### src/rtl/uart_mmio.sv
// Memory-mapped UART: 4-register window (DATA, STATUS, DIVISOR, CTRL), TX/RX FIFOs,
// 8N1 framing with a runtime clocks-per-bit divisor, optional internal loopback.
module uart_mmio #(
  parameter logic [31:0] BASE_ADDR   = 32'h10010000,
  parameter int unsigned TX_DEPTH    = 8,
  parameter int unsigned RX_DEPTH    = 8,
  parameter logic [15:0] DEFAULT_DIV = 16'd434
) (
  input  logic        clk,
  input  logic        rst,
  input  logic [31:0] address,
  input  logic [31:0] write_data,
  input  logic [3:0]  write_mask,
  input  logic        write_enable,
  input  logic        read_enable,
  output logic [31:0] read_data,
  input  logic        rx,
  output logic        tx,
  output logic        irq
);

  localparam int unsigned TxAw = $clog2(TX_DEPTH);
  localparam int unsigned TxCw = TxAw + 1;
  localparam int unsigned RxAw = $clog2(RX_DEPTH);
  localparam int unsigned RxCw = RxAw + 1;

  // Shared encoding for both serial FSMs
  localparam logic [1:0] StIdle  = 2'd0;
  localparam logic [1:0] StStart = 2'd1;
  localparam logic [1:0] StData  = 2'd2;
  localparam logic [1:0] StStop  = 2'd3;

  // ---------------------------------------------------------------------------
  // Address decode
  // ---------------------------------------------------------------------------
  logic       hit;
  logic [1:0] offset;
  logic       wr_en;
  logic       wr_data, wr_div, wr_ctrl, rd_data_pop;
  logic       flush, clr_sticky;

  assign hit         = (address[31:4] == BASE_ADDR[31:4]);
  assign offset      = address[3:2];
  assign wr_en       = hit & write_enable & write_mask[0];
  assign wr_data     = wr_en & (offset == 2'd0);
  assign wr_div      = wr_en & (offset == 2'd2);
  assign wr_ctrl     = wr_en & (offset == 2'd3);
  assign flush       = wr_ctrl & write_data[9];
  assign clr_sticky  = wr_ctrl & write_data[8];
  assign rd_data_pop = hit & read_enable & (offset == 2'd0);

  logic unused_bits;
  assign unused_bits = ^{address[1:0], write_mask[3:1], write_data[31:16]};

  // ---------------------------------------------------------------------------
  // Control / status registers
  // ---------------------------------------------------------------------------
  logic [15:0] divisor;
  logic        loopback, rx_ie;
  logic        rx_overrun, frame_error, tx_overflow;
  logic        overrun_set, frame_set;

  // ---------------------------------------------------------------------------
  // TX FIFO
  // ---------------------------------------------------------------------------
  logic [7:0]      tx_mem [TX_DEPTH];
  logic [TxAw-1:0] tx_wptr, tx_rptr;
  logic [TxCw-1:0] tx_count;
  logic            tx_full, tx_empty, tx_push, tx_pop;
  logic [7:0]      tx_head;

  assign tx_full  = (tx_count == TxCw'(TX_DEPTH));
  assign tx_empty = (tx_count == '0);
  assign tx_push  = wr_data & ~tx_full;
  assign tx_head  = tx_mem[tx_rptr];

  // Storage array, no reset needed
  always_ff @(posedge clk) begin
    if (tx_push) tx_mem[tx_wptr] <= write_data[7:0];
  end

  // Pointers and occupancy; flush wins over any concurrent push/pop
  always_ff @(posedge clk or negedge rst) begin
    if (!rst) begin
      tx_wptr  <= '0;
      tx_rptr  <= '0;
      tx_count <= '0;
    end else if (flush) begin
      tx_wptr  <= '0;
      tx_rptr  <= '0;
      tx_count <= '0;
    end else begin
      if (tx_push) tx_wptr <= tx_wptr + 1'b1;
      if (tx_pop)  tx_rptr <= tx_rptr + 1'b1;
      if (tx_push & ~tx_pop)      tx_count <= tx_count + 1'b1;
      else if (~tx_push & tx_pop) tx_count <= tx_count - 1'b1;
    end
  end

  // ---------------------------------------------------------------------------
  // TX serializer
  // ---------------------------------------------------------------------------
  logic [1:0]  tx_state;
  logic [15:0] tx_cnt, tx_div;
  logic [7:0]  tx_shift;
  logic [2:0]  tx_bit;
  logic        tx_q;
  logic        tx_bit_end;

  assign tx_bit_end = (tx_cnt == tx_div - 16'd1);
  // Pop when idle, or back-to-back at the last cycle of a stop bit
  assign tx_pop     = ~tx_empty & ((tx_state == StIdle) | ((tx_state == StStop) & tx_bit_end));
  assign tx         = tx_q;

  // Frame sequencing; divisor and byte are latched when a frame starts
  always_ff @(posedge clk or negedge rst) begin
    if (!rst) begin
      tx_state <= StIdle;
      tx_cnt   <= '0;
      tx_div   <= DEFAULT_DIV;
      tx_shift <= '0;
      tx_bit   <= '0;
      tx_q     <= 1'b1;
    end else begin
      case (tx_state)
        StIdle: begin
          if (tx_pop) begin
            tx_state <= StStart;
            tx_shift <= tx_head;
            tx_div   <= divisor;
            tx_cnt   <= '0;
            tx_q     <= 1'b0;
          end
        end
        StStart: begin
          if (tx_bit_end) begin
            tx_state <= StData;
            tx_cnt   <= '0;
            tx_bit   <= '0;
            tx_q     <= tx_shift[0];
          end else begin
            tx_cnt <= tx_cnt + 16'd1;
          end
        end
        StData: begin
          if (tx_bit_end) begin
            tx_cnt <= '0;
            if (tx_bit == 3'd7) begin
              tx_state <= StStop;
              tx_q     <= 1'b1;
            end else begin
              tx_bit   <= tx_bit + 3'd1;
              tx_shift <= {1'b0, tx_shift[7:1]};
              tx_q     <= tx_shift[1];
            end
          end else begin
            tx_cnt <= tx_cnt + 16'd1;
          end
        end
        default: begin  // StStop
          if (tx_bit_end) begin
            tx_cnt <= '0;
            if (tx_pop) begin
              tx_state <= StStart;
              tx_shift <= tx_head;
              tx_div   <= divisor;
              tx_q     <= 1'b0;
            end else begin
              tx_state <= StIdle;
            end
          end else begin
            tx_cnt <= tx_cnt + 16'd1;
          end
        end
      endcase
    end
  end

  // ---------------------------------------------------------------------------
  // RX synchronizer and deserializer
  // ---------------------------------------------------------------------------
  logic        rx_meta, rx_sync, rx_prev, rx_in;
  logic [1:0]  rx_state;
  logic [15:0] rx_cnt, rx_div;
  logic [7:0]  rx_shift;
  logic [2:0]  rx_bit;
  logic        rx_bit_end, rx_half, rx_stop_smp, rx_push_req;

  // Loopback taps the internal serializer; the tx pin keeps being driven
  assign rx_in       = loopback ? tx_q : rx_sync;
  assign rx_bit_end  = (rx_cnt == rx_div - 16'd1);
  assign rx_half     = (rx_cnt == (rx_div >> 1) - 16'd1);
  assign rx_stop_smp = (rx_state == StStop) & rx_bit_end;
  assign rx_push_req = rx_stop_smp & rx_in;
  assign frame_set   = rx_stop_smp & ~rx_in;

  // Two-flop synchronizer plus previous-sample register for edge detection
  always_ff @(posedge clk or negedge rst) begin
    if (!rst) begin
      rx_meta <= 1'b1;
      rx_sync <= 1'b1;
      rx_prev <= 1'b1;
    end else begin
      rx_meta <= rx;
      rx_sync <= rx_meta;
      rx_prev <= rx_in;
    end
  end

  // Frame sampling: start verified at half a bit, then one sample per bit period
  always_ff @(posedge clk or negedge rst) begin
    if (!rst) begin
      rx_state <= StIdle;
      rx_cnt   <= '0;
      rx_div   <= DEFAULT_DIV;
      rx_shift <= '0;
      rx_bit   <= '0;
    end else begin
      case (rx_state)
        StIdle: begin
          if (rx_prev & ~rx_in) begin
            rx_state <= StStart;
            rx_cnt   <= '0;
            rx_div   <= divisor;
          end
        end
        StStart: begin
          if (rx_half) begin
            rx_cnt   <= '0;
            rx_bit   <= '0;
            rx_state <= rx_in ? StIdle : StData;  // high at centre: glitch
          end else begin
            rx_cnt <= rx_cnt + 16'd1;
          end
        end
        StData: begin
          if (rx_bit_end) begin
            rx_cnt   <= '0;
            rx_shift <= {rx_in, rx_shift[7:1]};
            if (rx_bit == 3'd7) rx_state <= StStop;
            else                rx_bit   <= rx_bit + 3'd1;
          end else begin
            rx_cnt <= rx_cnt + 16'd1;
          end
        end
        default: begin  // StStop
          if (rx_bit_end) begin
            rx_cnt   <= '0;
            rx_state <= StIdle;
          end else begin
            rx_cnt <= rx_cnt + 16'd1;
          end
        end
      endcase
    end
  end

  // ---------------------------------------------------------------------------
  // RX FIFO
  // ---------------------------------------------------------------------------
  logic [7:0]      rx_mem [RX_DEPTH];
  logic [RxAw-1:0] rx_wptr, rx_rptr;
  logic [RxCw-1:0] rx_count;
  logic            rx_full, rx_empty, rx_push, rx_pop;
  logic [7:0]      rx_head;

  assign rx_full     = (rx_count == RxCw'(RX_DEPTH));
  assign rx_empty    = (rx_count == '0);
  assign rx_pop      = rd_data_pop & ~rx_empty;
  // A same-cycle pop frees the slot, so a full FIFO still accepts the byte
  assign rx_push     = rx_push_req & (~rx_full | rx_pop);
  assign overrun_set = rx_push_req & rx_full & ~rx_pop;
  assign rx_head     = rx_empty ? 8'h00 : rx_mem[rx_rptr];

  // Storage array, no reset needed
  always_ff @(posedge clk) begin
    if (rx_push) rx_mem[rx_wptr] <= rx_shift;
  end

  // Pointers and occupancy; flush wins over any concurrent push/pop
  always_ff @(posedge clk or negedge rst) begin
    if (!rst) begin
      rx_wptr  <= '0;
      rx_rptr  <= '0;
      rx_count <= '0;
    end else if (flush) begin
      rx_wptr  <= '0;
      rx_rptr  <= '0;
      rx_count <= '0;
    end else begin
      if (rx_push) rx_wptr <= rx_wptr + 1'b1;
      if (rx_pop)  rx_rptr <= rx_rptr + 1'b1;
      if (rx_push & ~rx_pop)      rx_count <= rx_count + 1'b1;
      else if (~rx_push & rx_pop) rx_count <= rx_count - 1'b1;
    end
  end

  // ---------------------------------------------------------------------------
  // Register updates; a sticky set in the same cycle as a clear wins
  // ---------------------------------------------------------------------------
  always_ff @(posedge clk or negedge rst) begin
    if (!rst) begin
      divisor     <= DEFAULT_DIV;
      loopback    <= 1'b0;
      rx_ie       <= 1'b0;
      rx_overrun  <= 1'b0;
      frame_error <= 1'b0;
      tx_overflow <= 1'b0;
    end else begin
      if (wr_div && (write_data[15:0] >= 16'd4)) divisor <= write_data[15:0];
      if (wr_ctrl) begin
        loopback <= write_data[0];
        rx_ie    <= write_data[1];
      end
      rx_overrun  <= (rx_overrun  & ~clr_sticky) | overrun_set;
      frame_error <= (frame_error & ~clr_sticky) | frame_set;
      tx_overflow <= (tx_overflow & ~clr_sticky) | (wr_data & tx_full);
    end
  end

  // Combinational read mux
  always_comb begin
    read_data = 32'h0;
    if (hit) begin
      case (offset)
        2'd0:    read_data = {24'h0, rx_head};
        2'd1:    read_data = {24'h0, tx_overflow, frame_error, rx_overrun,
                              (tx_state != StIdle), tx_empty, tx_full, rx_full, ~rx_empty};
        2'd2:    read_data = {16'h0, divisor};
        default: read_data = {30'h0, rx_ie, loopback};
      endcase
    end
  end

  assign irq = (~rx_empty & rx_ie) | rx_overrun | frame_error | tx_overflow;

endmodule

### config.mk
export PLATFORM = sky130hd
export DESIGN_NAME = uart_mmio
export DESIGN_NICKNAME = d
export VERILOG_FILES = /design/src/rtl/uart_mmio.sv
export SDC_FILE = /design/constraint.sdc
export NUM_CORES = 1
export LEC_CHECK = 0
export ABC_AREA = 1
export BUFFER_PORTS_ARGS = -buffer_cell sky130_fd_sc_hd__buf_2
export CAP_MARGIN = 20
export CELL_PAD_IN_SITES_DETAIL_PLACEMENT = 0
export CELL_PAD_IN_SITES_GLOBAL_PLACEMENT = 1
export CORE_ASPECT_RATIO = 1.75
export CORE_MARGIN = 3
export CORE_UTILIZATION = 29
export CTS_BUF_LIST = sky130_fd_sc_hd__clkbuf_16
export DETAILED_ROUTE_END_ITERATION = 6
export PLACE_DENSITY = 0.59
export SETUP_SLACK_MARGIN = 0.5
export SYNTH_ARGS = -nofsm -noshare
export SYNTH_HDL_FRONTEND = slang
export SYNTH_SLANG_ARGS = --single-unit
export TNS_END_PERCENT = 30
### constraint.sdc
create_clock -name clk -period 5.68 [get_ports clk]
set_input_delay 0.568 -clock clk [delete_from_list [all_inputs] [get_ports clk]]
set_output_delay 0.568 -clock clk [all_outputs]
set_load 0.1 [all_outputs]
## Word level (Yosys, flattened, before mapping)

Memories as Yosys holds them, arrays and structs flattened.
Cells that the tools add are included.
W data, S select, Z words.

| operators by class | value |
|---|---|
| add/sub/neg operators | 15 |
| $lt $le $gt $ge | 1 |
| equality and inequality tests | 27 |
| multiplexer cells | 65 |
| bitwise logic cells | 49 |
| reduce and logical (&&, ||, !) cells | 27 |

Operators by type and width:

| cell | number |
|---|---|
| $mux W16 | 9 |
| $pmux W16 S2 | 2 |
| $eq A16 B16 Y1 | 3 |
| $pmux W16 S3 | 1 |
| $mux W3 | 14 |
| $mux W8 | 5 |
| $add A16 B1 Y16 const B | 2 |
| $sub A16 B1 Y16 const B | 2 |
| $and A1 B1 Y1 | 29 |
| $eq A28 B25 Y1 const B | 1 |
| $mux W4 | 6 |
| $pmux W8 S3 | 1 |
| $mux W2 | 11 |
| $ne A2 B2 Y1 const B | 10 |
| $add A3 B1 Y3 const B | 6 |
| $ge A16 B3 Y1 const B | 1 |
| $reduce_bool A2 Y1 | 8 |
| $sub A15 B1 Y16 const B | 1 |
| $eq A2 B2 Y1 const B | 6 |
| $not A1 Y1 | 12 |
| $pmux W2 S3 | 2 |
| $pmux W3 S2 | 2 |
| $reduce_and A4 Y1 | 3 |
| $mux W1 | 11 |
| 15 further kinds | 36 |

| storage, ports and cells | value |
|---|---|
| register bits | 135 |
| bits in writable memories | 128 |
| memories kept | 2 |

Memory list:

| memory | words | width | read ports | clocked after Yosys merged registers in | write ports | line | text |
|---|---|---|---|---|---|---|---|
| rx_mem | 8 | 8 | 1 | 0 | 1 | 261 | `logic [7:0] rx_mem [RX_DEPTH];` |
| tx_mem | 8 | 8 | 1 | 0 | 1 | 66 | `logic [7:0] tx_mem [TX_DEPTH];` |

## Longest topological paths before layout

Gate-level depths: netlist of run 1.

| logic depth | value |
|---|---|
| depth in word-level cells | 11 |
| gate-level depth with buffers | 25 |

## Worst setup path before layout of run 1

OpenSTA, ideal clock, no wires.

| path | value |
|---|---|
| path type | in2out |
| from | in address[13] |
| to | out read_data[10] |
| arrival time | 3.312 ns |
| data required time | 5.112 ns |
| setup slack | 1.800 ns |
| stages on the path | 5 |
| cell sequence | nor4_1 nor3b_1 nand2_1 clkbuf_1 nor3_1 |

| between the ends | value |
|---|---|
| word-level cells in the longest chain between the ends | 2 |

RTL lines:

| item | line | text |
|---|---|---|
| start, declared | 11 | `input logic [31:0] address,` |
| $eq A28 B25 Y1 | 42 | `assign hit = (address[31:4] == BASE_ADDR[31:4]);` |
| $mux W16 | 324 | `if (hit) begin` |
| end, declared | 16 | `output logic [31:0] read_data,` |

Every way passes these cells.

## Final worst setup path of run 1

| path | value |
|---|---|
| from | reg rx_rptr[0] |
| to | out read_data[0] |

| between the ends | value |
|---|---|
| word-level cells in the longest chain between the ends | 4 |

RTL lines:

| item | line | text |
|---|---|---|
| start, declared | 262 | `logic [RxAw-1:0] rx_wptr, rx_rptr;` |
| start signal, assigned | 292 | `if (rx_pop) rx_rptr <= rx_rptr + 1'b1;` |
| $mem_v2 Z8 W8 | - |  |
| $mux W8 | 273 | `assign rx_head = rx_empty ? 8'h00 : rx_mem[rx_rptr];` |
| $pmux W16 S3 | 325 | `case (offset)` |
| $mux W16 | 324 |  |

Every way passes these cells.

==> flow_summary.html, run 1 <==
<table>
<tr><th>Metric</th><th>Value</th></tr>
<tr><th colspan="2">Global route</th></tr>
<tr><td>GRT Util Overall</td><td>14.3%</td></tr>
<tr><td>Remaining global-route overflow</td><td>0</td></tr>
<tr><td>First-pass GRT wire length</td><td>56,700 um</td></tr>
<tr><td>Number of antenna violations at the first check in global routing</td><td>0</td></tr>
<tr><td>Via count of the first global-routing pass</td><td>10,400</td></tr>
<tr><td>Pin count of the biggest net entering global routing</td><td>91</td></tr>
<tr><th colspan="2">Synth</th></tr>
<tr><td>Synth warn</td><td>0</td></tr>
<tr><td>Predominant post-synthesis flop cell</td><td>sky130_fd_sc_hd__edfxtp_1</td></tr>
<tr><td>Number of flops mapped to enable cells by yosys</td><td>128</td></tr>
<tr><td>Share of async-settable or async-resettable flops after synthesis</td><td>51.3%</td></tr>
<tr><td>Cell count after synthesis</td><td>1,511</td></tr>
<tr><td>Netlist area before placement</td><td>13,700 um2</td></tr>
<tr><td>Post-synthesis sequential element count</td><td>263</td></tr>
<tr><td>Mapped Avg Cell Area</td><td>9.09 um2</td></tr>
<tr><td>Number of unique standard cell types used by synthesis</td><td>58</td></tr>
<tr><td>Sequential cell area fraction in the yosys report</td><td>52.7%</td></tr>
<tr><th colspan="2">Placement</th></tr>
<tr><td>Post-Place Cell Area</td><td>14,700 um2</td></tr>
<tr><td>Routability congestion estimate</td><td>0.799</td></tr>
<tr><td>Number of instances in the placed design</td><td>2,131</td></tr>
<tr><td>Number of input and output port buffers inserted</td><td>69</td></tr>
<tr><td>Setup Slack @ Placement</td><td>1910 ps</td></tr>
<tr><td>Post-DP HPWL</td><td>26,300 um</td></tr>
<tr><th colspan="2">Timing</th></tr>
<tr><td>Fin Clk Skew</td><td>16.0 ps</td></tr>
<tr><td>Worst hold margin</td><td>96.5 ps</td></tr>
<tr><td>Maximum frequency from static timing analysis</td><td>249 MHz</td></tr>
<tr><td>Setup total negative slack</td><td>0 ps</td></tr>
<tr><td>Final setup violating endpoints</td><td>0</td></tr>
<tr><td>Shortest clock period the worst path allows after layout</td><td>4020 ps</td></tr>
<tr><td>PnR worst setup slack</td><td>1660 ps</td></tr>
<tr><td>Worst slew pin tran</td><td>986 ps</td></tr>
<tr><td>Max_slew headroom</td><td>34.2%</td></tr>
<tr><td>RSZ-0062 raised after global routing</td><td>no</td></tr>
<tr><td>Max-slew violation total from the final report</td><td>0</td></tr>
<tr><td>Final-report hold violation count</td><td>0</td></tr>
<tr><td>Share of the cycle needed by the critical path after routing</td><td>70.8%</td></tr>
<tr><th colspan="2">Setup path</th></tr>
<tr><td>Critical Setup Path Class</td><td>reg -&gt; out</td></tr>
<tr><td>Buf/Inv on CP</td><td>3</td></tr>
<tr><td>Critical Path Fanout Max</td><td>35</td></tr>
<tr><td>Slowest Stage Delay on Critical Path</td><td>760 ps</td></tr>
<tr><td>Most prevalent standard cell on the critical path</td><td>sky130_fd_sc_hd__nand2_1</td></tr>
<tr><td>Kind of start point of the critical path</td><td>flip-flop</td></tr>
<tr><td>Data arrival, critical path</td><td>3460 ps</td></tr>
<tr><td>Largest delay share family, worst path</td><td>buffers and inverters</td></tr>
<tr><td>Req. time, crit path</td><td>5110 ps</td></tr>
<tr><td>Slowest cell on the critical path</td><td>sky130_fd_sc_hd__inv_1</td></tr>
<tr><td>Ordered cell list for the critical path</td><td>buf_4 &gt; inv_1 &gt; nand2_1 &gt; a221oi_1 &gt; a21oi_1 &gt; nand2_1 &gt; nand3_1 &gt; a31oi_1 &gt; buf_2</td></tr>
<tr><td>Critical path capture point type</td><td>primary output</td></tr>
<tr><th colspan="2">Pwr</th></tr>
<tr><td>Worst vdd rail ir drop</td><td>233 uV</td></tr>
<tr><td>Pwr Density</td><td>276 nW/um2</td></tr>
<tr><td>Total chip power</td><td>4.32 mW</td></tr>
<tr><td>Leakage</td><td>6.93 nW</td></tr>
<tr><th colspan="2">Run</th></tr>
<tr><td>Max capacitance violation total</td><td>0</td></tr>
<tr><th colspan="2">Finish</th></tr>
<tr><td>Share of final-layout standard cells stronger than drive strength 1</td><td>13.7%</td></tr>
<tr><td>Non-Filler Instances</td><td>2,179</td></tr>
<tr><td>Share of the core filled with cells</td><td>33.7%</td></tr>
<tr><td>Final standard cell area without fillers</td><td>15,700 um2</td></tr>
<tr><td>Filler instances</td><td>4,768</td></tr>
<tr><td>Number of diodes added for antenna fixing</td><td>0</td></tr>
<tr><td>Area added between synthesis and finish</td><td>13.9%</td></tr>
<tr><td>Post-layout net count</td><td>1,674</td></tr>
<tr><th colspan="2">Routing</th></tr>
<tr><td>WL/cell</td><td>16.4 um</td></tr>
<tr><td>DR DRC count</td><td>0</td></tr>
<tr><td>ANT nets after route</td><td>0</td></tr>
<tr><td>Routed vias</td><td>10,300</td></tr>
<tr><td>Per-cell via count in the routed design</td><td>4.72</td></tr>
<tr><td>Number of detailed-routing iterations run before antenna repair</td><td>5</td></tr>
<tr><td>Drt initial violations</td><td>581</td></tr>
<tr><td>Final Routed Wirelength</td><td>35,800 um</td></tr>
<tr><th colspan="2">Clock network</th></tr>
<tr><td>Number of cells upsized or downsized after cts</td><td>0</td></tr>
<tr><td># clock sinks</td><td>263</td></tr>
<tr><td>Max Buffers Root-to-Sink</td><td>3</td></tr>
<tr><td>Post CTS Setup Buffer Count</td><td>0</td></tr>
<tr><td>CTS Buf Count</td><td>27</td></tr>
<tr><td>Clk Tree Root Cell</td><td>sky130_fd_sc_hd__clkbuf_16</td></tr>
<tr><td>TritonCTS clock tree</td><td>yes</td></tr>
<tr><td>Clock transition at the registers of the reported paths</td><td>60 ps</td></tr>
<tr><td>Cts hold-fix bufs</td><td>0</td></tr>
<tr><td>Worst-Skew Late Latency</td><td>560 ps</td></tr>
<tr><td>H-tree Lvls</td><td>1</td></tr>
<tr><th colspan="2">Status</th></tr>
<tr><td>Result of the run</td><td>completed</td></tr>
<tr><th colspan="2">Die</th></tr>
<tr><td>Die height</td><td>294 um</td></tr>
<tr><td>Number of top-level pins</td><td>107</td></tr>
<tr><td>Full die area</td><td>50,100 um2</td></tr>
<tr><td>Die X</td><td>171 um</td></tr>
<tr><td>Initial Utilization</td><td>29.6%</td></tr>
<tr><td>Total number of placement rows</td><td>104</td></tr>
<tr><td>Placeable core region</td><td>46,500 um2</td></tr>
<tr><th colspan="2">Worst hold path</th></tr>
<tr><td>Class of the tightest hold or removal check</td><td>in -&gt; async</td></tr>
</table>
## synthesized netlist by cell type (4+ instances only)
| master | number | area (um2) |
|---|---|---|
| sky130_fd_sc_hd__inv_2 | 5 | 18.8 |
| sky130_fd_sc_hd__o22ai_1 | 24 | 150 |
| sky130_fd_sc_hd__edfxtp_1 | 128 | 3840 |
| sky130_fd_sc_hd__nand2_4 | 6 | 67.6 |
| sky130_fd_sc_hd__inv_1 | 136 | 510 |
| sky130_fd_sc_hd__nand2_2 | 10 | 62.6 |
| sky130_fd_sc_hd__a31oi_1 | 16 | 100 |
| sky130_fd_sc_hd__dfrtp_1 | 116 | 2900 |
| sky130_fd_sc_hd__nor2_1 | 181 | 679 |
| sky130_fd_sc_hd__xor2_1 | 60 | 526 |
| sky130_fd_sc_hd__or2_2 | 5 | 31.3 |
| sky130_fd_sc_hd__mux2_2 | 9 | 101 |
| sky130_fd_sc_hd__dfstp_2 | 19 | 499 |
| sky130_fd_sc_hd__o21ai_0 | 131 | 656 |
| sky130_fd_sc_hd__xnor2_1 | 18 | 158 |
| sky130_fd_sc_hd__buf_2 | 8 | 40.0 |
| sky130_fd_sc_hd__nand2_1 | 313 | 1170 |
| sky130_fd_sc_hd__nand3_1 | 75 | 375 |
| sky130_fd_sc_hd__a21oi_1 | 23 | 115 |
| sky130_fd_sc_hd__nor2_4 | 10 | 113 |
| sky130_fd_sc_hd__clkbuf_1 | 33 | 124 |
| sky130_fd_sc_hd__nor3_1 | 36 | 180 |
| sky130_fd_sc_hd__o21ai_1 | 7 | 35.0 |
| sky130_fd_sc_hd__ha_1 | 22 | 275 |
| sky130_fd_sc_hd__nand4_1 | 15 | 93.8 |
| sky130_fd_sc_hd__nand3b_1 | 7 | 52.6 |
| sky130_fd_sc_hd__nor4_1 | 7 | 43.8 |
| sky130_fd_sc_hd__o211ai_1 | 4 | 30.0 |
| sky130_fd_sc_hd__nor2_2 | 11 | 68.8 |
| sky130_fd_sc_hd__buf_4 | 19 | 143 |
| sky130_fd_sc_hd__o221ai_1 | 14 | 123 |
## flip-flops by register name, summed over array words and instances (netlist names), 4 cells and up
register,count
tx_count,4
tx_shift,8
tx_div,16
tx_mem,64
rx_cnt,16
tx_cnt,16
rx_count,4
divisor,16
rx_div,16
rx_mem,64
rx_shift,8
## where the power goes
part	switching, mW	leakage [nW]	internal (mW)
sequential	0.0430	3.09	2.04
clock	0.766	0.490	1.19
combinational	0.215	3.35	0.0722
## layout by cell type, fill, tap and decap left out, types with 4 or more instances in the layout
cell,synthesis,routed
sky130_fd_sc_hd__ha_1,22,22
sky130_fd_sc_hd__nor2_4,10,10
sky130_fd_sc_hd__nand3_1,75,75
sky130_fd_sc_hd__nand2_2,10,10
sky130_fd_sc_hd__xor2_1,60,60
sky130_fd_sc_hd__conb_1,1,16
sky130_fd_sc_hd__nand3b_1,7,7
sky130_fd_sc_hd__nand4_1,15,15
sky130_fd_sc_hd__buf_4,19,12
sky130_fd_sc_hd__o21ai_0,131,131
sky130_fd_sc_hd__a31oi_1,16,16
sky130_fd_sc_hd__a21oi_1,23,23
sky130_fd_sc_hd__buf_2,8,70
sky130_fd_sc_hd__nor2_1,181,181
sky130_fd_sc_hd__mux2_2,9,9
sky130_fd_sc_hd__nor4_1,7,7
sky130_fd_sc_hd__o21ai_1,7,7
sky130_fd_sc_hd__nor2_2,11,11
sky130_fd_sc_hd__or2_2,5,5
sky130_fd_sc_hd__nand2_4,6,6
sky130_fd_sc_hd__inv_2,5,5
sky130_fd_sc_hd__o221ai_1,14,14
sky130_fd_sc_hd__xnor2_1,18,18
sky130_fd_sc_hd__dfrtp_1,116,116
sky130_fd_sc_hd__o22ai_1,24,24
sky130_fd_sc_hd__nor3_2,2,7
sky130_fd_sc_hd__nor3_1,36,31
sky130_fd_sc_hd__nand2_1,313,313
sky130_fd_sc_hd__inv_1,136,140
sky130_fd_sc_hd__o211ai_1,4,4
sky130_fd_sc_hd__clkbuf_16,0,27
sky130_fd_sc_hd__dfstp_2,19,19
sky130_fd_sc_hd__bufinv_16,0,7
sky130_fd_sc_hd__edfxtp_1,128,128
sky130_fd_sc_hd__clkinv_1,2,4
## path summary, 6_finish.rpt
path / from / cells after the start / endpoint / slack (ps)
max reg2reg: rx_div[2]$_DFFE_PN0P_ / 17 / rx_mem[3][0]$_DFFE_PP_ / 2100
min in group clk: rx / 1 / rx_meta$_DFF_PN1_ / 130
min reg2reg: rx_meta$_DFF_PN1_ / 0 / rx_sync$_DFF_PN1_ / 360
max: rx_rptr[0]$_DFFE_PN0P_ / 9 / read_data[0] / 1660
min: rst / 1 / tx_shift[7]$_DFFE_PN0P_ / 100
max in group asynchronous: rst / 2 / rx_cnt[14]$_DFFE_PN0P_ / 4350
## kinds of logic after synthesis
kind of cell | synth area share, %
simple gates | 22.7
flops | 52.7
compound gates | 9.99
buf+inv | 6.26
xor+xnor | 5.30
fa+ha+maj | 2.29
mux | 0.738
other cells | 0.0273
## cell type report
class	instances	area [um2]	area share, %
multi-input cells	1058	5720	36.5
flip-flops and latches	263	7250	46.3
well taps	583	729	4.66
repair buffers	83	452	2.89
clock buffers	27	676	4.32
inverters	144	542	3.46
clock inverters	21	295	1.89
## metal layers
layer  part of all wire (%)  global-route usage (%)  routed length (um)  up-vias
met2                     54                    26.9               19200      166
met5                      0                       0                   0        -
li1                       -                       -                   -     5160
met3                    3.0                    1.57                1060       38
met1                     41                    16.9               14800     4916
met4                    2.1                    3.98                 740        0
No activity file was read; power rests on OpenSTA's default activity.
==> inputs of run 2 (changes only) <==
Settings changed: PLACE_DENSITY 0.59 to 0.61.
Clock period 5.68 ns to 3.66 ns, I/O delays scaled along.
==> run 2 against run 1 <==
Critical path depth fell by 2. Hold slack worse by 23 ps. Largest power group unchanged. First-iteration DRC count shrank 28%. Setup slack worse by 1100 ps. Clock power rose by 53%. Power increased by 54%. Final cell count up 1.3%.
==> flow_summary.html, run 2 (synthesized netlist as in run 1, its figures left out) <==
<table>
<tr><th>Metric</th><th>Value</th></tr>
<tr><th colspan="2">Setup path</th></tr>
<tr><td>Kind of start point of the critical path</td><td>flip-flop</td></tr>
<tr><td>Ordered cell list for the critical path</td><td>inv_1 &gt; a21oi_1 &gt; a21oi_1 &gt; nand2_1 &gt; nand3_1 &gt; a31oi_1 &gt; buf_6</td></tr>
<tr><td>Most prevalent standard cell on the critical path</td><td>sky130_fd_sc_hd__a21oi_1</td></tr>
<tr><td>Req. time, crit path</td><td>3290 ps (-1820 ps)</td></tr>
<tr><td>Critical Setup Path Class</td><td>reg -&gt; out</td></tr>
<tr><td>Data arrival, critical path</td><td>2700 ps (-760 ps)</td></tr>
<tr><td>Slowest Stage Delay on Critical Path</td><td>580 ps (-180 ps)</td></tr>
<tr><td>Slowest cell on the critical path</td><td>sky130_fd_sc_hd__dfrtp_1</td></tr>
<tr><td>Critical path capture point type</td><td>primary output</td></tr>
<tr><td>Critical Path Fanout Max</td><td>12 (-66%)</td></tr>
<tr><td>Worst setup slack for register-to-register paths</td><td>670 ps (-1430 ps)</td></tr>
<tr><th colspan="2">Clock network</th></tr>
<tr><td>Clock transition at the registers of the reported paths</td><td>70 ps (about the same)</td></tr>
<tr><td>TritonCTS clock tree</td><td>yes</td></tr>
<tr><td>H-tree Lvls</td><td>1 (unchanged)</td></tr>
<tr><td>Clk Tree Root Cell</td><td>sky130_fd_sc_hd__clkbuf_16</td></tr>
<tr><td>CTS Buf Count</td><td>27 (unchanged)</td></tr>
<tr><td>Max Buffers Root-to-Sink</td><td>3 (unchanged)</td></tr>
<tr><td># clock sinks</td><td>263 (unchanged)</td></tr>
<tr><td>Worst-Skew Late Latency</td><td>550 ps (about the same)</td></tr>
<tr><th colspan="2">Timing</th></tr>
<tr><td>RSZ-0062 raised after global routing</td><td>yes</td></tr>
<tr><td>Worst slew pin tran</td><td>1000 ps (+13.7 ps)</td></tr>
<tr><td>Setup total negative slack</td><td>0 ps (unchanged)</td></tr>
<tr><td>Fin Clk Skew</td><td>13.6 ps (-2.40 ps)</td></tr>
<tr><td>Worst hold margin</td><td>73.3 ps (-23.2 ps)</td></tr>
<tr><td>Maximum frequency from static timing analysis</td><td>326 MHz</td></tr>
<tr><td>Max-slew violation total from the final report</td><td>0 (unchanged)</td></tr>
<tr><td>Final setup violating endpoints</td><td>0 (unchanged)</td></tr>
<tr><td>Share of the cycle needed by the critical path after routing</td><td>83.7%</td></tr>
<tr><td>Final-report hold violation count</td><td>0 (unchanged)</td></tr>
<tr><td>PnR worst setup slack</td><td>595 ps (-1060 ps)</td></tr>
<tr><td>Shortest clock period the worst path allows after layout</td><td>3070 ps</td></tr>
<tr><td>Max_slew headroom</td><td>33.2% (-0.92 points)</td></tr>
<tr><th colspan="2">Global route</th></tr>
<tr><td>GRT Util Overall</td><td>14.3% (about the same)</td></tr>
<tr><td>Via count of the first global-routing pass</td><td>10,500 (+1.3%)</td></tr>
<tr><td>First-pass GRT wire length</td><td>56,700 um (about the same)</td></tr>
<tr><td>Pin count of the biggest net entering global routing</td><td>77 (-15%)</td></tr>
<tr><td>Remaining global-route overflow</td><td>0 (unchanged)</td></tr>
<tr><td>Number of antenna violations at the first check in global routing</td><td>1 (+1)</td></tr>
<tr><th colspan="2">Run</th></tr>
<tr><td>Max capacitance violation total</td><td>0 (unchanged)</td></tr>
<tr><th colspan="2">Placement</th></tr>
<tr><td>Post-DP HPWL</td><td>26,400 um (about the same)</td></tr>
<tr><td>Number of input and output port buffers inserted</td><td>69 (unchanged)</td></tr>
<tr><td>Setup Slack @ Placement</td><td>378 ps (-1530 ps)</td></tr>
<tr><td>Routability congestion estimate</td><td>0.822 (+2.8%)</td></tr>
<tr><th colspan="2">Pwr</th></tr>
<tr><td>Worst vdd rail ir drop</td><td>378 uV (+62%)</td></tr>
<tr><td>Leakage</td><td>7.03 nW (+1.4%)</td></tr>
<tr><td>Total chip power</td><td>6.67 mW (+54%)</td></tr>
<tr><td>Pwr Density</td><td>417 nW/um2 (+51%)</td></tr>
<tr><th colspan="2">Routing</th></tr>
<tr><td>Final Routed Wirelength</td><td>36,100 um (+0.94%)</td></tr>
<tr><td>Drt initial violations</td><td>420 (-28%)</td></tr>
<tr><td>Per-cell via count in the routed design</td><td>4.77 (+1.1%)</td></tr>
<tr><td>Routed vias</td><td>10,500 (+2.4%)</td></tr>
<tr><td>Number of detailed-routing iterations run before antenna repair</td><td>5 (unchanged)</td></tr>
<tr><td>ANT nets after route</td><td>0 (unchanged)</td></tr>
<tr><td>DR DRC count</td><td>0 (unchanged)</td></tr>
<tr><td>WL/cell</td><td>16.4 um (-0.34%)</td></tr>
<tr><th colspan="2">Status</th></tr>
<tr><td>Result of the run</td><td>completed</td></tr>
<tr><th colspan="2">Finish</th></tr>
<tr><td>Leading cell types in the layout, fill and taps excluded</td><td>sky130_fd_sc_hd__nand2_1 (312), sky130_fd_sc_hd__nor2_1 (176), sky130_fd_sc_hd__inv_1 (131), sky130_fd_sc_hd__o21ai_0 (131), sky130_fd_sc_hd__edfxtp_1 (128)</td></tr>
<tr><td>Area added between synthesis and finish</td><td>16.4%</td></tr>
<tr><td>Share of final-layout standard cells stronger than drive strength 1</td><td>16.3% (+2.5 points)</td></tr>
<tr><td>Share of the core filled with cells</td><td>34.4% (+0.74 points)</td></tr>
<tr><td>Most common cell after layout, fill and taps aside</td><td>sky130_fd_sc_hd__nand2_1</td></tr>
<tr><td>Top flop regs</td><td>rx_mem (64), tx_mem (64)</td></tr>
<tr><td>Post-layout net count</td><td>1,701 (+1.6%)</td></tr>
<tr><td>Number of diodes added for antenna fixing</td><td>0 (unchanged)</td></tr>
<tr><th colspan="2">Die</th></tr>
<tr><td>Full die area</td><td>50,100 um2 (unchanged)</td></tr>
<tr><td>Placeable core region</td><td>46,500 um2 (unchanged)</td></tr>
<tr><td>Die height</td><td>294 um (unchanged)</td></tr>
<tr><td>Total number of placement rows</td><td>104 (unchanged)</td></tr>
<tr><td>Initial Utilization</td><td>29.6% (unchanged)</td></tr>
<tr><td>Die X</td><td>171 um (unchanged)</td></tr>
<tr><td>Number of top-level pins</td><td>107 (unchanged)</td></tr>
<tr><th colspan="2">Worst hold path</th></tr>
<tr><td>Class of the tightest hold or removal check</td><td>in -&gt; reg</td></tr>
</table>
## run 2: path summary, 6_finish.rpt
path,from,end,depth (start not counted)
max in group asynchronous,rst,tx$_DFFE_PN1P_,3
hold reg to reg,rx_meta$_DFF_PN1_,rx_sync$_DFF_PN1_,0
setup reg to reg,rx_div[1]$_DFFE_PN1P_,rx_count[3]$_DFFE_PN0P_,22
hold / removal,write_data[12],divisor[12]$_DFFE_PN0P_,2
min in group asynchronous,rst,rx_cnt[8]$_DFFE_PN0P_,2
setup / recovery,rx_rptr[2]$_DFFE_PN0P_,read_data[0],7
## run 2: stage by stage
stage | cells | cell area (um2)
4_1_cts | 2199 | 15800
6_report | 2207 | 16000
5_1_grt | 2207 | 16000
2_1_floorplan | 1526 | 13800
3_5_place_dp | 2148 | 14800
3_3_place_gp | 2148 | 14800
## run 2: power breakdown
part	switching (mW)	leakage, nW	internal (mW)
sequential	0.0718	3.09	3.16
combinational	0.333	3.49	0.116
clock	1.21	0.459	1.78
## run 2: area by class of cell
class	instances	area (um2)
inverters	144	552
fillers	4693	30500
multi-input cells	1058	5810
clock buffers	27	676
well taps	583	729
repair buffers	110	696
flip-flops and latches	263	7250
clock inverters	22	284
## run 2: timing repair
action                                  in CTS  in global routing
endpoints found under the setup margin      23                 76
endpoints found under the hold margin       50                  0
setup buffers                                0                  8
pin swaps                                    0                  5
gates resized for setup                      8                 32
hold buffers                                 2                  0
## run 2: routing by layer
layer / track usage (%) / vias to the layer above / wire length (um)
li1: - / 5217 / -
met1: 16.9 / 5031 / 14500
met2: 26.5 / 219 / 19100
met3: 1.98 / 57 / 1580
met4: 4.18 / 2 / 932
met5: 0 / - / 11
## run 2: worst max-delay path, delay by kind of cell, from the launching register on
family                 cells  cell delay [ps]
AO/OA/AOI/OAI              3              740
buffers and inverters      2              650
flip-flops                 1              580
AND/OR/NAND/NOR            2              170
==> inputs of run 3 (changes only) <==
Clock period 3.66 ns to 2.81 ns, I/O delays scaled along.
==> run 3 against run 2 <==
The run now ends with setup timing left. Routed wire length up 4.5%. Core utilization grew 4.4 points. Sequential share of layout area fell by 5.1 points. Design area increased by 13%. Power rose by 29%. Setup slack got worse by 750 ps. Final cell count is 5.2% higher. Die area stayed put. Register-to-register slack worse by 820 ps. First-iteration DRC count shrank 2.6%. Combinational power is 69% higher. Critical endpoint is now rx_mem[1][0]$_DFFE_PP_.
==> flow_summary.html, run 3 (synthesized netlist as in run 1, its figures left out) <==
<table>
<tr><th>Metric</th><th>Value</th></tr>
<tr><th colspan="2">Status</th></tr>
<tr><td>Result of the run</td><td>finished with violations</td></tr>
<tr><td>Violations in the final reports</td><td>setup timing</td></tr>
<tr><th colspan="2">Finish</th></tr>
<tr><td>Sequential cell area in the final layout</td><td>7250 um2 (about the same)</td></tr>
<tr><td>Top flop regs</td><td>rx_mem (64), tx_mem (64)</td></tr>
<tr><td>Area added between synthesis and finish</td><td>31.3%</td></tr>
<tr><td>Non-Filler Instances</td><td>2,321 (+5.2%)</td></tr>
<tr><td>Share of final-layout standard cells stronger than drive strength 1</td><td>29.1% (+13 points)</td></tr>
<tr><td>Final standard cell area without fillers</td><td>18,000 um2 (+13%)</td></tr>
<tr><td>Most common cell after layout, fill and taps aside</td><td>sky130_fd_sc_hd__nand2_1</td></tr>
<tr><td>Filler instances</td><td>4,568 (-2.7%)</td></tr>
<tr><td>Leading cell types in the layout, fill and taps excluded</td><td>sky130_fd_sc_hd__nand2_1 (269), sky130_fd_sc_hd__nor2_1 (159), sky130_fd_sc_hd__inv_1 (128), sky130_fd_sc_hd__edfxtp_1 (128), sky130_fd_sc_hd__buf_4 (117)</td></tr>
<tr><td>Post-layout net count</td><td>1,813 (+6.6%)</td></tr>
<tr><td>Share of the core filled with cells</td><td>38.8% (+4.4 points)</td></tr>
<tr><td>Area of the multi-input gates</td><td>6620 um2 (+14%)</td></tr>
<tr><th colspan="2">Timing</th></tr>
<tr><td>Final setup violating endpoints</td><td>65 (+65)</td></tr>
<tr><td>Fin Clk Skew</td><td>15.2 ps (+1.61 ps)</td></tr>
<tr><td>Max-slew violation total from the final report</td><td>0 (unchanged)</td></tr>
<tr><td>Maximum frequency from static timing analysis</td><td>338 MHz</td></tr>
<tr><td>Final-report hold violation count</td><td>0 (unchanged)</td></tr>
<tr><td>Worst slew pin tran</td><td>559 ps (-441 ps)</td></tr>
<tr><td>Shortest clock period the worst path allows after layout</td><td>2960 ps</td></tr>
<tr><td>Max_slew headroom</td><td>62.7% (+29 points)</td></tr>
<tr><td>PnR worst setup slack</td><td>-152 ps (-747 ps)</td></tr>
<tr><td>Share of the cycle needed by the critical path after routing</td><td>105%</td></tr>
<tr><td>RSZ-0062 raised after global routing</td><td>yes</td></tr>
<tr><th colspan="2">Pwr</th></tr>
<tr><td>Combinational fraction of design power</td><td>8.8% (+2.1 points)</td></tr>
<tr><td>Proportion of power drawn by flip-flops and latches</td><td>48.7% (+0.3 points)</td></tr>
<tr><td>Clock network fraction of total power</td><td>42.5% (-2.3 points)</td></tr>
<tr><td>Worst vdd rail ir drop</td><td>387 uV (+2.5%)</td></tr>
<tr><td>Cell Int Power</td><td>6.45 mW (+28%)</td></tr>
<tr><td>Net Sw Power</td><td>2.17 mW (+34%)</td></tr>
<tr><td>Net switching share of the total power</td><td>25.2% (+0.97 points)</td></tr>
<tr><td>Leakage</td><td>7.87 nW (+12%)</td></tr>
<tr><td>Pwr Density</td><td>478 nW/um2 (+15%)</td></tr>
<tr><td>Total chip power</td><td>8.63 mW (+29%)</td></tr>
<tr><th colspan="2">Placement</th></tr>
<tr><td>Post-DP HPWL</td><td>28,200 um (+7.1%)</td></tr>
<tr><td>Number of instances in the placed design</td><td>2,240 (+4.3%)</td></tr>
<tr><td>Post-Place Cell Area</td><td>16,100 um2 (+8.5%)</td></tr>
<tr><td>Number of input and output port buffers inserted</td><td>69 (unchanged)</td></tr>
<tr><td>Routability congestion estimate</td><td>0.861 (+4.7%)</td></tr>
<tr><td>Setup Slack @ Placement</td><td>-152 ps (-530 ps)</td></tr>
<tr><th colspan="2">Routing</th></tr>
<tr><td>Number of detailed-routing iterations run before antenna repair</td><td>4 (-1)</td></tr>
<tr><td>WL/cell</td><td>16.3 um (-0.59%)</td></tr>
<tr><td>Final Routed Wirelength</td><td>37,800 um (+4.5%)</td></tr>
<tr><td>Per-cell via count in the routed design</td><td>4.72 (-0.99%)</td></tr>
<tr><td>Drt initial violations</td><td>409 (-2.6%)</td></tr>
<tr><td>ANT nets after route</td><td>0 (unchanged)</td></tr>
<tr><td>DR DRC count</td><td>0 (unchanged)</td></tr>
<tr><td>Routed vias</td><td>11,000 (+4.1%)</td></tr>
<tr><th colspan="2">Die</th></tr>
<tr><td>Placeable core region</td><td>46,500 um2 (unchanged)</td></tr>
<tr><td>Number of top-level pins</td><td>107 (unchanged)</td></tr>
<tr><td>Full die area</td><td>50,100 um2 (unchanged)</td></tr>
<tr><td>Die X</td><td>171 um (unchanged)</td></tr>
<tr><td>Total number of placement rows</td><td>104 (unchanged)</td></tr>
<tr><td>Initial Utilization</td><td>29.6% (unchanged)</td></tr>
<tr><td>Die height</td><td>294 um (unchanged)</td></tr>
<tr><th colspan="2">Setup path</th></tr>
<tr><td>Req. time, crit path</td><td>3080 ps (-210 ps)</td></tr>
<tr><td>Worst setup slack for register-to-register paths</td><td>-150 ps (-820 ps)</td></tr>
<tr><td>Critical Path Fanout Max</td><td>5 (-7)</td></tr>
<tr><td>R2r startpoint</td><td>rx_div[1]$_DFFE_PN1P_</td></tr>
<tr><td>Critical Setup Path Class</td><td>reg -&gt; reg</td></tr>
<tr><td>Endpoint of the worst register-to-register path</td><td>rx_mem[1][0]$_DFFE_PP_</td></tr>
<tr><td>Data arrival, critical path</td><td>3230 ps (+530 ps)</td></tr>
<tr><td>Reg2reg path depth</td><td>19 (-14%)</td></tr>
<tr><td>Critical path capture point type</td><td>flip-flop</td></tr>
<tr><td>Kind of start point of the critical path</td><td>flip-flop</td></tr>
<tr><th colspan="2">Worst hold path</th></tr>
<tr><td>Cell count of the worst hold path</td><td>1 (-1)</td></tr>
<tr><td>Class of the tightest hold or removal check</td><td>in -&gt; reg</td></tr>
<tr><td>Startpoint of the lowest-slack hold path</td><td>write_data[6]</td></tr>
<tr><td>Hold endpoint</td><td>tx_mem[6][6]$_DFFE_PP_</td></tr>
<tr><th colspan="2">Global route</th></tr>
<tr><td>Pin count of the biggest net entering global routing</td><td>55 (-29%)</td></tr>
<tr><td>Via count of the first global-routing pass</td><td>11,300 (+7.8%)</td></tr>
<tr><td>GRT Util Overall</td><td>15.1% (+0.84 points)</td></tr>
<tr><td>First-pass GRT wire length</td><td>60,200 um (+6.1%)</td></tr>
<tr><td>Number of antenna violations at the first check in global routing</td><td>2 (+1)</td></tr>
<tr><td>Remaining global-route overflow</td><td>0 (unchanged)</td></tr>
<tr><th colspan="2">Clock network</th></tr>
<tr><td>Clock transition at the registers of the reported paths</td><td>70 ps (about the same)</td></tr>
<tr><td>TritonCTS clock tree</td><td>yes</td></tr>
<tr><td>Clk Tree Root Cell</td><td>sky130_fd_sc_hd__clkbuf_16</td></tr>
<tr><td># clock sinks</td><td>263 (unchanged)</td></tr>
<tr><td>CTS Buf Count</td><td>26 (-3.7%)</td></tr>
<tr><td>H-tree Lvls</td><td>1 (unchanged)</td></tr>
<tr><td>Max Buffers Root-to-Sink</td><td>3 (unchanged)</td></tr>
<tr><td>Worst-Skew Late Latency</td><td>560 ps (about the same)</td></tr>
<tr><th colspan="2">Run</th></tr>
<tr><td>Max capacitance violation total</td><td>0 (unchanged)</td></tr>
</table>
-- run 3: power groups by stage --
stage,combinational (mW),sequential (mW),clock [mW]
2_1_floorplan,0.455,4.25,0
3_3_place_gp,0.677,4.28,0
3_5_place_dp,0.685,4.28,0
4_1_cts,0.764,4.20,3.79
5_1_grt,0.856,4.21,3.92
6_report,0.760,4.20,3.67
-- run 3: metal layers --
layer	track usage, %	vias to the layer above	wire (um)	part of all wire (%)
met1	16.6	5208	14500	38
met5	0	-	0	0
li1	-	5462	-	-
met3	2.12	76	1390	3.7
met4	6.48	0	1620	4.3
met2	28.6	214	20200	54
-- run 3: worst max path at each step --
stage / start / endpoint / slack, ps
floorplan: rx_div[1]$_DFFE_PN1P_ / rx_count[3]$_DFFE_PN0P_ / -30
global placement: rx_div[1]$_DFFE_PN1P_ / rx_mem[1][4]$_DFFE_PP_ / -150
detailed placement: rx_div[1]$_DFFE_PN1P_ / rx_mem[1][0]$_DFFE_PP_ / -150
CTS: rx_div[1]$_DFFE_PN1P_ / rx_count[3]$_DFFE_PN0P_ / -20
global route: rx_div[1]$_DFFE_PN1P_ / rx_count[3]$_DFFE_PN0P_ / -350
finish: rx_div[1]$_DFFE_PN1P_ / rx_mem[1][0]$_DFFE_PP_ / -150
-- run 3: worst max-delay path: stages (launching register included) --
cell and delay [ps]:
sky130_fd_sc_hd__dfstp_2 550, sky130_fd_sc_hd__inv_4 60, sky130_fd_sc_hd__ha_4 260, sky130_fd_sc_hd__inv_2 30
sky130_fd_sc_hd__nand2_2 50, sky130_fd_sc_hd__nand2_2 60, sky130_fd_sc_hd__nor2_4 120, sky130_fd_sc_hd__nand3_2 80
sky130_fd_sc_hd__nor2_2 100, sky130_fd_sc_hd__nand3_1 90, sky130_fd_sc_hd__nor2_2 120, sky130_fd_sc_hd__nand3_2 120
sky130_fd_sc_hd__nor2_4 160, sky130_fd_sc_hd__buf_4 120, sky130_fd_sc_hd__buf_6 90, sky130_fd_sc_hd__nand2_4 60
sky130_fd_sc_hd__nor2_8 170, sky130_fd_sc_hd__nand2_8 100, sky130_fd_sc_hd__nor3_4 190, sky130_fd_sc_hd__buf_6 150
-- run 3: through the flow --
| stage | hold slack, ps | TNS, ps |
|---|---|---|
| finish | 33.7 | -8380 |
| global route | 35.8 | -20820 |
| CTS | 7.11 | -20.2 |
| detailed placement | 283 | -5130 |
| global placement | 279 | -4970 |
| floorplan | -14.6 | -34.6 |
-- run 3: timing repair --
action                                  CTS  global route
endpoints found under the setup margin  153           157
resized for setup                       129           108
hold buffers                             10             0
setup buffers                            11            10
hold endpoints to repair                 64             0
pin swaps                                73            91
-- run 3: layout make-up --
cell class	count	share of cell area, %
diodes	2	0.0277
inverters	144	3.16
repair buffers	223	10.9
well taps	583	4.04
multi-input cells	1058	36.7
flip-flops and latches	263	40.2
clock inverters	22	1.35
clock buffers	26	3.61
